==> config.mk <==
export PLATFORM = sky130hd
export DESIGN_NAME = weight_update_ctrl_flat
export DESIGN_NICKNAME = d
export VERILOG_FILES = /design/src/rtl/weight_update_pack.sv /design/src/rtl/dsp_debug_intf.sv /design/src/rtl/weight_update_ctrl_fifo.sv /design/src/rtl/weight_update_ctrl.sv /design/src/flat_wrapper.sv
export SDC_FILE = /design/constraint.sdc
export NUM_CORES = 1
export LEC_CHECK = 0
export CAP_MARGIN = 20
export CORE_AREA = 3 3 249 153
export DETAILED_ROUTE_END_ITERATION = 7
export DIE_AREA = 0 0 252 156
export GPL_ROUTABILITY_DRIVEN = 0
export PLACE_DENSITY_LB_ADDON = 0.1
export SLEW_MARGIN = 20
export SYNTH_ARGS = -nofsm -noshare
export SYNTH_HDL_FRONTEND = slang
export SYNTH_SLANG_ARGS = --single-unit
==> constraint.sdc <==
create_clock -name clk -period 3 [get_ports clk]
set_input_delay 0.6 -clock clk [delete_from_list [all_inputs] [get_ports clk]]
set_output_delay 0.6 -clock clk [all_outputs]
set_load 0.05 [all_outputs]
==> src/rtl/weight_update_pack.sv <==
// Shared types and constants for the weight/channel-estimate update controller.
//   cmd_sel_t     : target register file of a command (FFE weight or MLSD channel estimate)
//   cmd_t         : one buffered command as stored in the command FIFO
//   wupd_state_t  : controller FSM states
// The *_WIDTH/*_DEPTH/*_PRECISION constants mirror the DSP global packages so this slice
// builds on its own.
package weight_update_pack;

    localparam int unsigned CHANNEL_WIDTH      = 4;   // constant_gpack::channel_width
    localparam int unsigned ESTIMATE_DEPTH     = 4;   // mlsd_gpack::estimate_depth
    localparam int unsigned WEIGHT_PRECISION   = 10;  // ffe_gpack::weight_precision
    localparam int unsigned ESTIMATE_PRECISION = 8;   // mlsd_gpack::estimate_precision

    function automatic int unsigned max_u(input int unsigned a, input int unsigned b);
        return (a > b) ? a : b;
    endfunction

    localparam int unsigned CMD_DW = max_u(WEIGHT_PRECISION, ESTIMATE_PRECISION);
    // One extra bit so that out-of-range channel/tap numbers can be expressed and rejected.
    localparam int unsigned CH_W   = $clog2(CHANNEL_WIDTH) + 1;
    localparam int unsigned IDX_W  = $clog2(ESTIMATE_DEPTH) + 1;

    typedef enum logic {SEL_WEIGHT, SEL_CHAN_EST} cmd_sel_t;

    typedef struct packed {
        cmd_sel_t                  sel;
        logic                      bcast;
        logic [CH_W-1:0]           ch;
        logic [IDX_W-1:0]          idx;
        logic signed [CMD_DW-1:0]  data;
    } cmd_t;

    typedef enum logic [1:0] {IDLE, STROBE, GAP} wupd_state_t;

endpackage

==> src/rtl/dsp_debug_intf.sv <==
// Debug/coefficient interface between the weight update controller and the DSP datapath.
//   new_weights        : held FFE weight per channel
//   new_channel_est    : held MLSD channel estimate per channel and tap
//   update_weights     : per-channel weight update strobe
//   update_channel_est : per-channel, per-tap estimate update strobe
// Modports: weight_controller (drives everything), dsp (samples everything).
interface dsp_debug_intf
    import weight_update_pack::*;
#(
    parameter int unsigned NCH   = CHANNEL_WIDTH,
    parameter int unsigned DEPTH = ESTIMATE_DEPTH,
    parameter int unsigned WP    = WEIGHT_PRECISION,
    parameter int unsigned EP    = ESTIMATE_PRECISION
);

    logic signed [WP-1:0]      new_weights     [NCH];
    logic signed [EP-1:0]      new_channel_est [NCH][DEPTH];
    logic [NCH-1:0]            update_weights;
    logic [NCH-1:0][DEPTH-1:0] update_channel_est;

    modport weight_controller (
        output new_weights, new_channel_est, update_weights, update_channel_est
    );

    modport dsp (
        input new_weights, new_channel_est, update_weights, update_channel_est
    );

endinterface

==> src/rtl/weight_update_ctrl_fifo.sv <==
// wupd_cmd_fifo: synchronous command FIFO of cmd_t.
//   clk, rst           : clock, synchronous active-high reset (empties the FIFO)
//   push, push_data    : write request and entry (ignored when full)
//   pop                : read request (ignored when empty)
//   head               : entry at the read pointer, straight from the storage registers
//   full, empty        : occupancy flags
// FIFO_DEPTH must be a power of two so the pointers wrap naturally.
module wupd_cmd_fifo
    import weight_update_pack::*;
#(
    parameter int unsigned FIFO_DEPTH = 4
) (
    input  logic clk,
    input  logic rst,
    input  logic push,
    input  cmd_t push_data,
    input  logic pop,
    output cmd_t head,
    output logic full,
    output logic empty
);

    localparam int unsigned AW = $clog2(FIFO_DEPTH);
    localparam int unsigned CW = AW + 1;

    cmd_t          mem [FIFO_DEPTH];
    logic [AW-1:0] wr_ptr_q, rd_ptr_q;
    logic [CW-1:0] count_q;
    logic          do_push, do_pop;

    assign full    = (count_q == CW'(FIFO_DEPTH));
    assign empty   = (count_q == '0);
    assign do_push = push && !full;
    assign do_pop  = pop && !empty;
    assign head    = mem[rd_ptr_q];

    always_ff @(posedge clk) begin
        if (rst) begin
            wr_ptr_q <= '0;
            rd_ptr_q <= '0;
            count_q  <= '0;
        end else begin
            if (do_push) wr_ptr_q <= wr_ptr_q + 1'b1;
            if (do_pop)  rd_ptr_q <= rd_ptr_q + 1'b1;
            case ({do_push, do_pop})
                2'b10:   count_q <= count_q + 1'b1;
                2'b01:   count_q <= count_q - 1'b1;
                default: ;
            endcase
        end
    end

    // Storage needs no reset: occupancy is tracked by the pointers/count.
    always_ff @(posedge clk) begin
        if (do_push) mem[wr_ptr_q] <= push_data;
    end

endmodule

==> src/rtl/weight_update_ctrl.sv <==
// weight_update_ctrl: buffers coefficient-write commands and applies them to the DSP.
//   clk, rst        : clock, synchronous active-high reset
//   cmd_valid/ready : command handshake (ready = FIFO not full, low during reset)
//   cmd_sel/bcast/ch/idx/data : command fields
//   busy            : FIFO non-empty or FSM not idle
//   err_pulse       : one-cycle pulse when a popped command is out of range and dropped
//   dbg             : held data registers and update strobes towards the DSP
// Each accepted command writes its data and raises the matching strobe(s) for UPD_LEN cycles,
// then waits GAP_LEN idle cycles before the next pop, so the DSP always samples stable data.
module weight_update_ctrl
    import weight_update_pack::*;
#(
    parameter int unsigned NCH        = CHANNEL_WIDTH,
    parameter int unsigned DEPTH      = ESTIMATE_DEPTH,
    parameter int unsigned FIFO_DEPTH = 4,
    parameter int unsigned UPD_LEN    = 2,
    parameter int unsigned GAP_LEN    = 1
) (
    input  logic                     clk,
    input  logic                     rst,
    input  logic                     cmd_valid,
    output logic                     cmd_ready,
    input  cmd_sel_t                 cmd_sel,
    input  logic                     cmd_bcast,
    input  logic [CH_W-1:0]          cmd_ch,
    input  logic [IDX_W-1:0]         cmd_idx,
    input  logic signed [CMD_DW-1:0] cmd_data,
    output logic                     busy,
    output logic                     err_pulse,
    dsp_debug_intf.weight_controller dbg
);

    localparam int unsigned CNT_MAX = max_u(UPD_LEN, GAP_LEN);
    localparam int unsigned CNT_W   = $clog2(CNT_MAX + 1);

    wupd_state_t      state_q;
    logic [CNT_W-1:0] cnt_q;
    cmd_t             push_cmd, head;
    logic             fifo_full, fifo_empty, pop;
    logic             ch_bad, idx_bad;

    assign cmd_ready = !rst && !fifo_full;
    assign push_cmd  = '{sel: cmd_sel, bcast: cmd_bcast, ch: cmd_ch, idx: cmd_idx,
                         data: cmd_data};
    assign pop       = (state_q == IDLE) && !fifo_empty;
    assign busy      = (state_q != IDLE) || !fifo_empty;

    assign ch_bad  = !head.bcast && (32'(head.ch) >= NCH);
    assign idx_bad = (head.sel == SEL_CHAN_EST) && (32'(head.idx) >= DEPTH);

    wupd_cmd_fifo #(
        .FIFO_DEPTH (FIFO_DEPTH)
    ) u_fifo (
        .clk       (clk),
        .rst       (rst),
        .push      (cmd_valid && cmd_ready),
        .push_data (push_cmd),
        .pop       (pop),
        .head      (head),
        .full      (fifo_full),
        .empty     (fifo_empty)
    );

    always_ff @(posedge clk) begin
        if (rst) begin
            state_q                <= IDLE;
            cnt_q                  <= '0;
            err_pulse              <= 1'b0;
            dbg.update_weights     <= '0;
            dbg.update_channel_est <= '0;
            for (int c = 0; c < NCH; c++) begin
                dbg.new_weights[c] <= '0;
                for (int i = 0; i < DEPTH; i++) dbg.new_channel_est[c][i] <= '0;
            end
        end else begin
            err_pulse <= 1'b0;
            unique case (state_q)
                IDLE: begin
                    if (!fifo_empty) begin
                        if (ch_bad || idx_bad) begin
                            // Dropped: no data or strobe change, try the next entry.
                            err_pulse <= 1'b1;
                        end else begin
                            for (int c = 0; c < NCH; c++) begin
                                if (head.bcast || head.ch == CH_W'(c)) begin
                                    if (head.sel == SEL_WEIGHT) begin
                                        dbg.new_weights[c]    <= head.data[WEIGHT_PRECISION-1:0];
                                        dbg.update_weights[c] <= 1'b1;
                                    end else begin
                                        for (int i = 0; i < DEPTH; i++) begin
                                            if (head.idx == IDX_W'(i)) begin
                                                dbg.new_channel_est[c][i] <=
                                                    head.data[ESTIMATE_PRECISION-1:0];
                                                dbg.update_channel_est[c][i] <= 1'b1;
                                            end
                                        end
                                    end
                                end
                            end
                            cnt_q   <= CNT_W'(UPD_LEN - 1);
                            state_q <= STROBE;
                        end
                    end
                end
                STROBE: begin
                    if (cnt_q == '0) begin
                        dbg.update_weights     <= '0;
                        dbg.update_channel_est <= '0;
                        if (GAP_LEN == 0) begin
                            state_q <= IDLE;
                        end else begin
                            cnt_q   <= CNT_W'(GAP_LEN - 1);
                            state_q <= GAP;
                        end
                    end else begin
                        cnt_q <= cnt_q - 1'b1;
                    end
                end
                GAP: begin
                    if (cnt_q == '0) state_q <= IDLE;
                    else             cnt_q   <= cnt_q - 1'b1;
                end
                default: state_q <= IDLE;
            endcase
        end
    end

endmodule

==> src/flat_wrapper.sv <==
// flat-port wrapper written by rule: the top's interface ports become plain ports
module weight_update_ctrl_flat import weight_update_pack::*;
#(
    parameter int unsigned NCH        = CHANNEL_WIDTH,
    parameter int unsigned DEPTH      = ESTIMATE_DEPTH,
    parameter int unsigned FIFO_DEPTH = 4,
    parameter int unsigned UPD_LEN    = 2,
    parameter int unsigned GAP_LEN    = 1
)
  (clk, rst, cmd_valid, cmd_ready, cmd_sel, cmd_bcast, cmd_ch, cmd_idx, cmd_data, busy, err_pulse, dbg_new_weights, dbg_new_channel_est, dbg_update_weights, dbg_update_channel_est);
  dsp_debug_intf #(.NCH(NCH), .DEPTH(DEPTH)) dbg_i ();
  input  logic clk;
  input  logic rst;
  input  logic cmd_valid;
  output logic cmd_ready;
  input  cmd_sel_t cmd_sel;
  input  logic cmd_bcast;
  input  logic [CH_W-1:0] cmd_ch;
  input  logic [IDX_W-1:0] cmd_idx;
  input  logic signed [CMD_DW-1:0] cmd_data;
  output logic busy;
  output logic err_pulse;
  output wire logic [$bits(dbg_i.new_weights)-1:0] dbg_new_weights;
  output wire logic [$bits(dbg_i.new_channel_est)-1:0] dbg_new_channel_est;
  output wire logic [$bits(dbg_i.update_weights)-1:0] dbg_update_weights;
  output wire logic [$bits(dbg_i.update_channel_est)-1:0] dbg_update_channel_est;
  assign dbg_new_weights = {>>{dbg_i.new_weights}};
  assign dbg_new_channel_est = {>>{dbg_i.new_channel_est}};
  assign dbg_update_weights = dbg_i.update_weights;
  assign dbg_update_channel_est = dbg_i.update_channel_est;
  weight_update_ctrl #(.NCH(NCH), .DEPTH(DEPTH), .FIFO_DEPTH(FIFO_DEPTH), .UPD_LEN(UPD_LEN), .GAP_LEN(GAP_LEN)) u_core (.clk(clk), .rst(rst), .cmd_valid(cmd_valid), .cmd_ready(cmd_ready), .cmd_sel(cmd_sel), .cmd_bcast(cmd_bcast), .cmd_ch(cmd_ch), .cmd_idx(cmd_idx), .cmd_data(cmd_data), .busy(busy), .err_pulse(err_pulse), .dbg(dbg_i));
endmodule
==> impl_metrics.yaml, run 1 <==
min_path:
  hold_path.class: "reg2reg"
  hp-start: "u_core.dbg.update_channel_est[13]"
  worstHoldPathCells: 2
synth:
  synth_nets: 926
  async_flop_share: 0
  synth-edff-count: 72
  synth_area_leader_cell: "dfxtp_1"
  netlist_instances: 892
  synth-seq-area-share: 0.576
  syn_area_um2: 10800
  yosysWarnings: 0
  yosysTopAreaCellShare: 0.375
  synth_area_leaders: "dfxtp_1 38%, edfxtp_1 20%, mux2i_1 18%"
  yosys_most_used_dff: "dfxtp_1"
  ys_ff_latch: 274
  synthDistinctLibCells: 53
  avgSynthCellArea_um2: 12.1
clocking:
  path_clk_slew_ns: 0.06
  cts_buffers: 29
  clk_latency_ns: 0.55
  clockBufferDepth: 3
  postCtsHoldBufs: 0
  cts_sinks: 274
  cts_tree: "done"
  cts_setup_buffers: 0
  htree_levels: 1
  root_buffer: "clkbuf_16"
timing:
  max_freq_mhz: 358
  drv_slew: 0
  period_share: 0.930
  hold_viol_final: 0
  maxSlewHeadroom: 0.297
  grt_setup_unrepaired: "false"
  hold_ws_ns: 0.475
  setup_violations: 0
  min_period_ns: 2.79
  fin_tns_setup_ns: 0
  worst_slack_ns: 0.209
  worstMarginPinSlew_ns: 1.05
  finClkSkew_ns: 0.0192
global_routing:
  grt_overflow_total: 0
  first_global_vias: 7159
  grt_pass1_wl_um: 47800
  grt_max_degree: 203
  track_usage: 0.161
  antenna_found_initial: 0
layout:
  n_antenna_cell: 0
  final_cell_mix: "208 x clkdlybuf4s50_1, 202 x dfxtp_1, 193 x mux2i_1, 190 x nor2_1, 72 x edfxtp_1"
  fin_nets: 1139
  final_common_cell: "clkdlybuf4s50_1"
  area_growth_pct: 33.2
  drive_gt1_frac: 0.116
setup_path:
  cp_max_fo: 12
  arrival_ns: 3.18
  reg2reg_setup_slack_ns: 0.21
  endpoint_kind: "flop"
  required_ns: 3.39
  critPathSlowestCell: "dfxtp_1"
  worstRegToRegCells: 8
  crit_path_start_kind: "flop"
  worstSetupPathType: "reg2reg"
  max_stage_delay_ns: 0.64
  path_cells: "buf_4 -> mux4_2 -> nor3b_2 -> nor2_1 -> nor3_4 -> buf_4 -> mux2i_1 -> nor2_1"
drt:
  firstDrtPassIters: 7
  routedWlPerCell_um: 20.0
  drcViolationCount: 0
  first_iter_violations: 503
  vias: 7218
  wirelength_um: 32000
  via_per_inst: 4.50
  ant_nets: 0
power:
  powerDensity_nw_per_um2: 824
  peakVddDrop_v: 0.000406
  p_leak_nw: 5.77
floorplan:
  io_pins: 212
  placementRows: 54
  dieArea_um2: 39300
  core_area_um2: 36100
  die_x_um: 252
  die_h_um: 156
  start_util: 0.299
place:
  port-buffer-count: 211
  hpwl_um: 21200
  dp_slack_ns: 0.229
job:
  cap_violations: 0
run_status:
  outcome: "complete, no violations"
==> where the power goes <==
group | internal [W] | switching, W
registers | 0.00411 | 0.000195
logic | 0.00136 | 0.00278
clock network | 0.00193 | 0.00146
total | 0.00739 | 0.00443
==> per-layer routing <==
metal / global-route usage / wire length (um)
met1: 0.241 / 16300
met2: 0.236 / 13400
met3: 0.0423 / 1910
met4: 0.0274 / 488
met5: 0 / 0
==> path summary, 6_finish.rpt <==
check,endpoint
max,u_core.dbg.new_channel_est[50]
min,u_core.dbg.update_channel_est[13]
max reg2reg,u_core.dbg.new_channel_est[50]
min reg2reg,u_core.dbg.update_channel_est[13]
==> sequential cells by signal (all words and copies together) (netlist names), named ones only <==
register                       cells
u_core.state_q                     2
u_core.dbg.update_weights          4
u_core.dbg.new_channel_est       128
u_core.u_fifo.mem                 72
u_core.dbg.new_weights            40
u_core.u_fifo.wr_ptr_q             2
u_core.dbg.update_channel_est     16
u_core.cnt_q                       2
u_core.u_fifo.count_q              3
u_core.err_pulse                   1
u_core.u_fifo.rd_ptr_q             2
==> Yosys cell counts (3+ instances only) <==
cell type,count
a211oi_1,5
a21oi_1,7
and3_1,4
buf_2,6
clkbuf_1,44
dfxtp_1,202
edfxtp_1,72
ha_1,12
inv_1,14
mux2i_1,193
mux4_2,18
nand2_1,12
nand2_2,7
nand2b_1,22
nand3_1,10
nand3_2,3
nand3_4,3
nor2_1,190
nor2_2,3
nor2b_1,4
nor3_4,9
o21ai_0,3
or2_2,3
or3_1,5
xor2_1,4
==> area by class of cell <==
type | count | area [um^2]
fillers | 3562 | 21700
multi-input cells | 549 | 4280
well taps | 476 | 596
flip-flops and latches | 274 | 6210
inverters | 14 | 52.6
repair buffers | 237 | 2330
clock buffers | 47 | 848
clock inverters | 6 | 35.0
==> kinds of logic after synthesis <==
logic type	share of synthesized area
XOR/XNOR	0.00406
buffers and inverters	0.0268
adder cells (fa/ha/maj)	0.0158
flip-flops	0.576
AND/OR/NAND/NOR	0.138
multiplexers	0.219
AO/OA/AOI/OAI	0.0207
==> worst max-delay path, delay by kind of cell, from the launching register on <==
kind | cells | cell delay (ns)
buffers and inverters | 2 | 0.56
muxes | 2 | 0.62
and+or+nand+nor | 4 | 0.79
DFF | 1 | 0.64
==> per-stage QoR <==
step | power, W | cell area (um^2) | cells | util
final | 0.0118 | 14300 | 1603 | 0.398
after global routing | 0.0125 | 14300 | 1603 | 0.398
after CTS | 0.0120 | 14300 | 1603 | 0.398
after detailed placement | 0.00858 | 13500 | 1550 | 0.373
after global placement | 0.00858 | 13500 | 1550 | 0.373
after floorplan | 0.00721 | 10800 | 892 | -
==> what timing repair did <==
action,4_1_cts,5_1_grt
resized for setup,1,0
hold endpoints to repair,0,0
endpoints found under the setup margin,1,0
No activity file was read; power rests on OpenSTA's default activity.
==> inputs of run 2 (changes only) <==
CELL_PAD_IN_SITES_DETAIL_PLACEMENT = 0   (was unset)
CELL_PAD_IN_SITES_GLOBAL_PLACEMENT = 1   (was unset)
==> impl_metrics.yaml, run 2 (synthesized netlist as in run 1, its figures left out) <==
run_status:
  outcome: "complete, no violations"
power:
  p_leak_nw: 5.80
  peakVddDrop_v: 0.000409
  powerDensity_nw_per_um2: 831
timing:
  grt_setup_unrepaired: "false"
  setup_violations: 0
  hold_ws_ns: 0.479
  maxSlewHeadroom: 0.305
  finClkSkew_ns: 0.00988
  worstMarginPinSlew_ns: 1.04
  min_period_ns: 2.83
  fin_tns_setup_ns: 0
  max_freq_mhz: 353
  period_share: 0.944
  drv_slew: 0
  hold_viol_final: 0
drt:
  wirelength_um: 32100
  drcViolationCount: 0
  firstDrtPassIters: 4
  first_iter_violations: 379
  ant_nets: 0
  vias: 7247
  routedWlPerCell_um: 20.0
  via_per_inst: 4.52
setup_path:
  worst-path-buf-inv: 2
  path_cells: "inv_1 -> ha_1 -> nand2_1 -> clkdlybuf4s50_1"
  max_stage_delay_ns: 0.80
  required_ns: 2.40
  worstSetupPathType: "reg2out"
  critPathSlowestCell: "clkdlybuf4s50_1"
  reg2reg_setup_slack_ns: 0.36
  critPathTopFamily: "buffers and inverters"
  crit_start: "u_core.state_q[0]"
  crit_path_start_kind: "flop"
  arrival_ns: 2.23
  cp_max_fo: 5
  endpoint_kind: "primary output"
layout:
  top_regs: "u_core.dbg.new_channel_est x128, u_core.u_fifo.mem x72, u_core.dbg.new_weights x40"
  largest_reg_flops: 128
  final_common_cell: "clkdlybuf4s50_1"
  instances_no_fill: 1605
  fin_nets: 1142
  drive_gt1_frac: 0.119
  final_cell_mix: "209 x clkdlybuf4s50_1, 201 x dfxtp_1, 193 x mux2i_1, 190 x nor2_1, 72 x edfxtp_1"
  finish.utilization: 0.401
  n_antenna_cell: 0
  fill_cells: 3552
  area_growth_pct: 34.2
  largest_register: "u_core.dbg.new_channel_est"
  final_area_um2: 14500
place:
  placedInstanceArea_um2: 13500
  port-buffer-count: 211
  place_inst: 1553
  hpwl_um: 21400
floorplan:
  placementRows: 54
  start_util: 0.299
  die_x_um: 252
  io_pins: 212
  dieArea_um2: 39300
  core_area_um2: 36100
  die_h_um: 156
clocking:
  root_buffer: "clkbuf_16"
  cts_tree: "done"
  cts_setup_buffers: 0
  htree_levels: 1
  clk_latency_ns: 0.56
  path_clk_slew_ns: 0.06
  cts_buffers: 29
  clockBufferDepth: 3
  cts_resized: 0
  cts_sinks: 274
  postCtsHoldBufs: 0
global_routing:
  grt_overflow_total: 0
  grt_pass1_wl_um: 47400
  first_global_vias: 7226
  track_usage: 0.160
  grt_max_degree: 203
  antenna_found_initial: 0
min_path:
  hp-start: "u_core.dbg.update_channel_est[6]"
  hold_path.class: "reg2reg"
job:
  cap_violations: 0
## run 2: cell types whose count changed in the layout (fill, tap and decap cells not counted)
cell | before | now
clkbuf_2 | 4 | 0
buf_12 | 2 | 5
clkbuf_1 | 9 | 6
clkinv_1 | 0 | 3
clkinvlp_2 | 0 | 3
bufinv_16 | 0 | 2
clkbuf_8 | 5 | 4
clkdlybuf4s50_1 | 208 | 209
clkinv_2 | 4 | 3
dfxtp_1 | 202 | 201
dfxtp_2 | 0 | 1
dlygate4sd2_1 | 1 | 0
inv_16 | 0 | 1
inv_4 | 1 | 0
## run 2: layout make-up
cell class	instances	area [um^2]	share of cell area
timing repair buffer	240	2390	0.165
clock inverter	13	130	0.00900
tap	476	596	0.0412
multi-input combinational	549	4280	0.296
clock buffer	39	803	0.0556
sequential	274	6210	0.429
inverter	14	52.6	0.00363
## run 2: final timing paths
check,end,depth (start not counted)
max,busy,4
max reg2reg,u_core.dbg.new_channel_est[25],6
min reg2reg,u_core.dbg.update_channel_est[6],2
min,u_core.dbg.update_channel_est[6],2
## run 2: through the flow
| stage | setup WS, ns | power, W |
|---|---|---|
| 6_report | 0.167 | 0.0120 |
| 5_1_grt | 0.0641 | 0.0127 |
| 4_1_cts | 0.108 | 0.0122 |
| 3_5_place_dp | 0.158 | 0.00859 |
| 3_3_place_gp | 0.244 | 0.00860 |
| 2_1_floorplan | 0.117 | 0.00721 |
## run 2: layer usage
metal / global-route usage / vias up / wire, um
li1: - / 3532 / -
met1: 0.233 / 3537 / 15900
met2: 0.240 / 139 / 13800
met3: 0.0420 / 39 / 1780
met4: 0.0310 / 0 / 572
met5: 0 / - / 0
## run 2: where the power goes
group / internal, W / switching [W] / leakage (nW)
Sequential: 0.00411 / 0.000204 / 2.29
Clock: 0.00205 / 0.00151 / 0.452
Combinational: 0.00139 / 0.00275 / 3.06
## run 2: tightest hold or removal path, cell delays in order, from the launching register on
cell and delay [ns]:
dfxtp_1 0.31, nand2b_1 0.06, mux2i_1 0.06
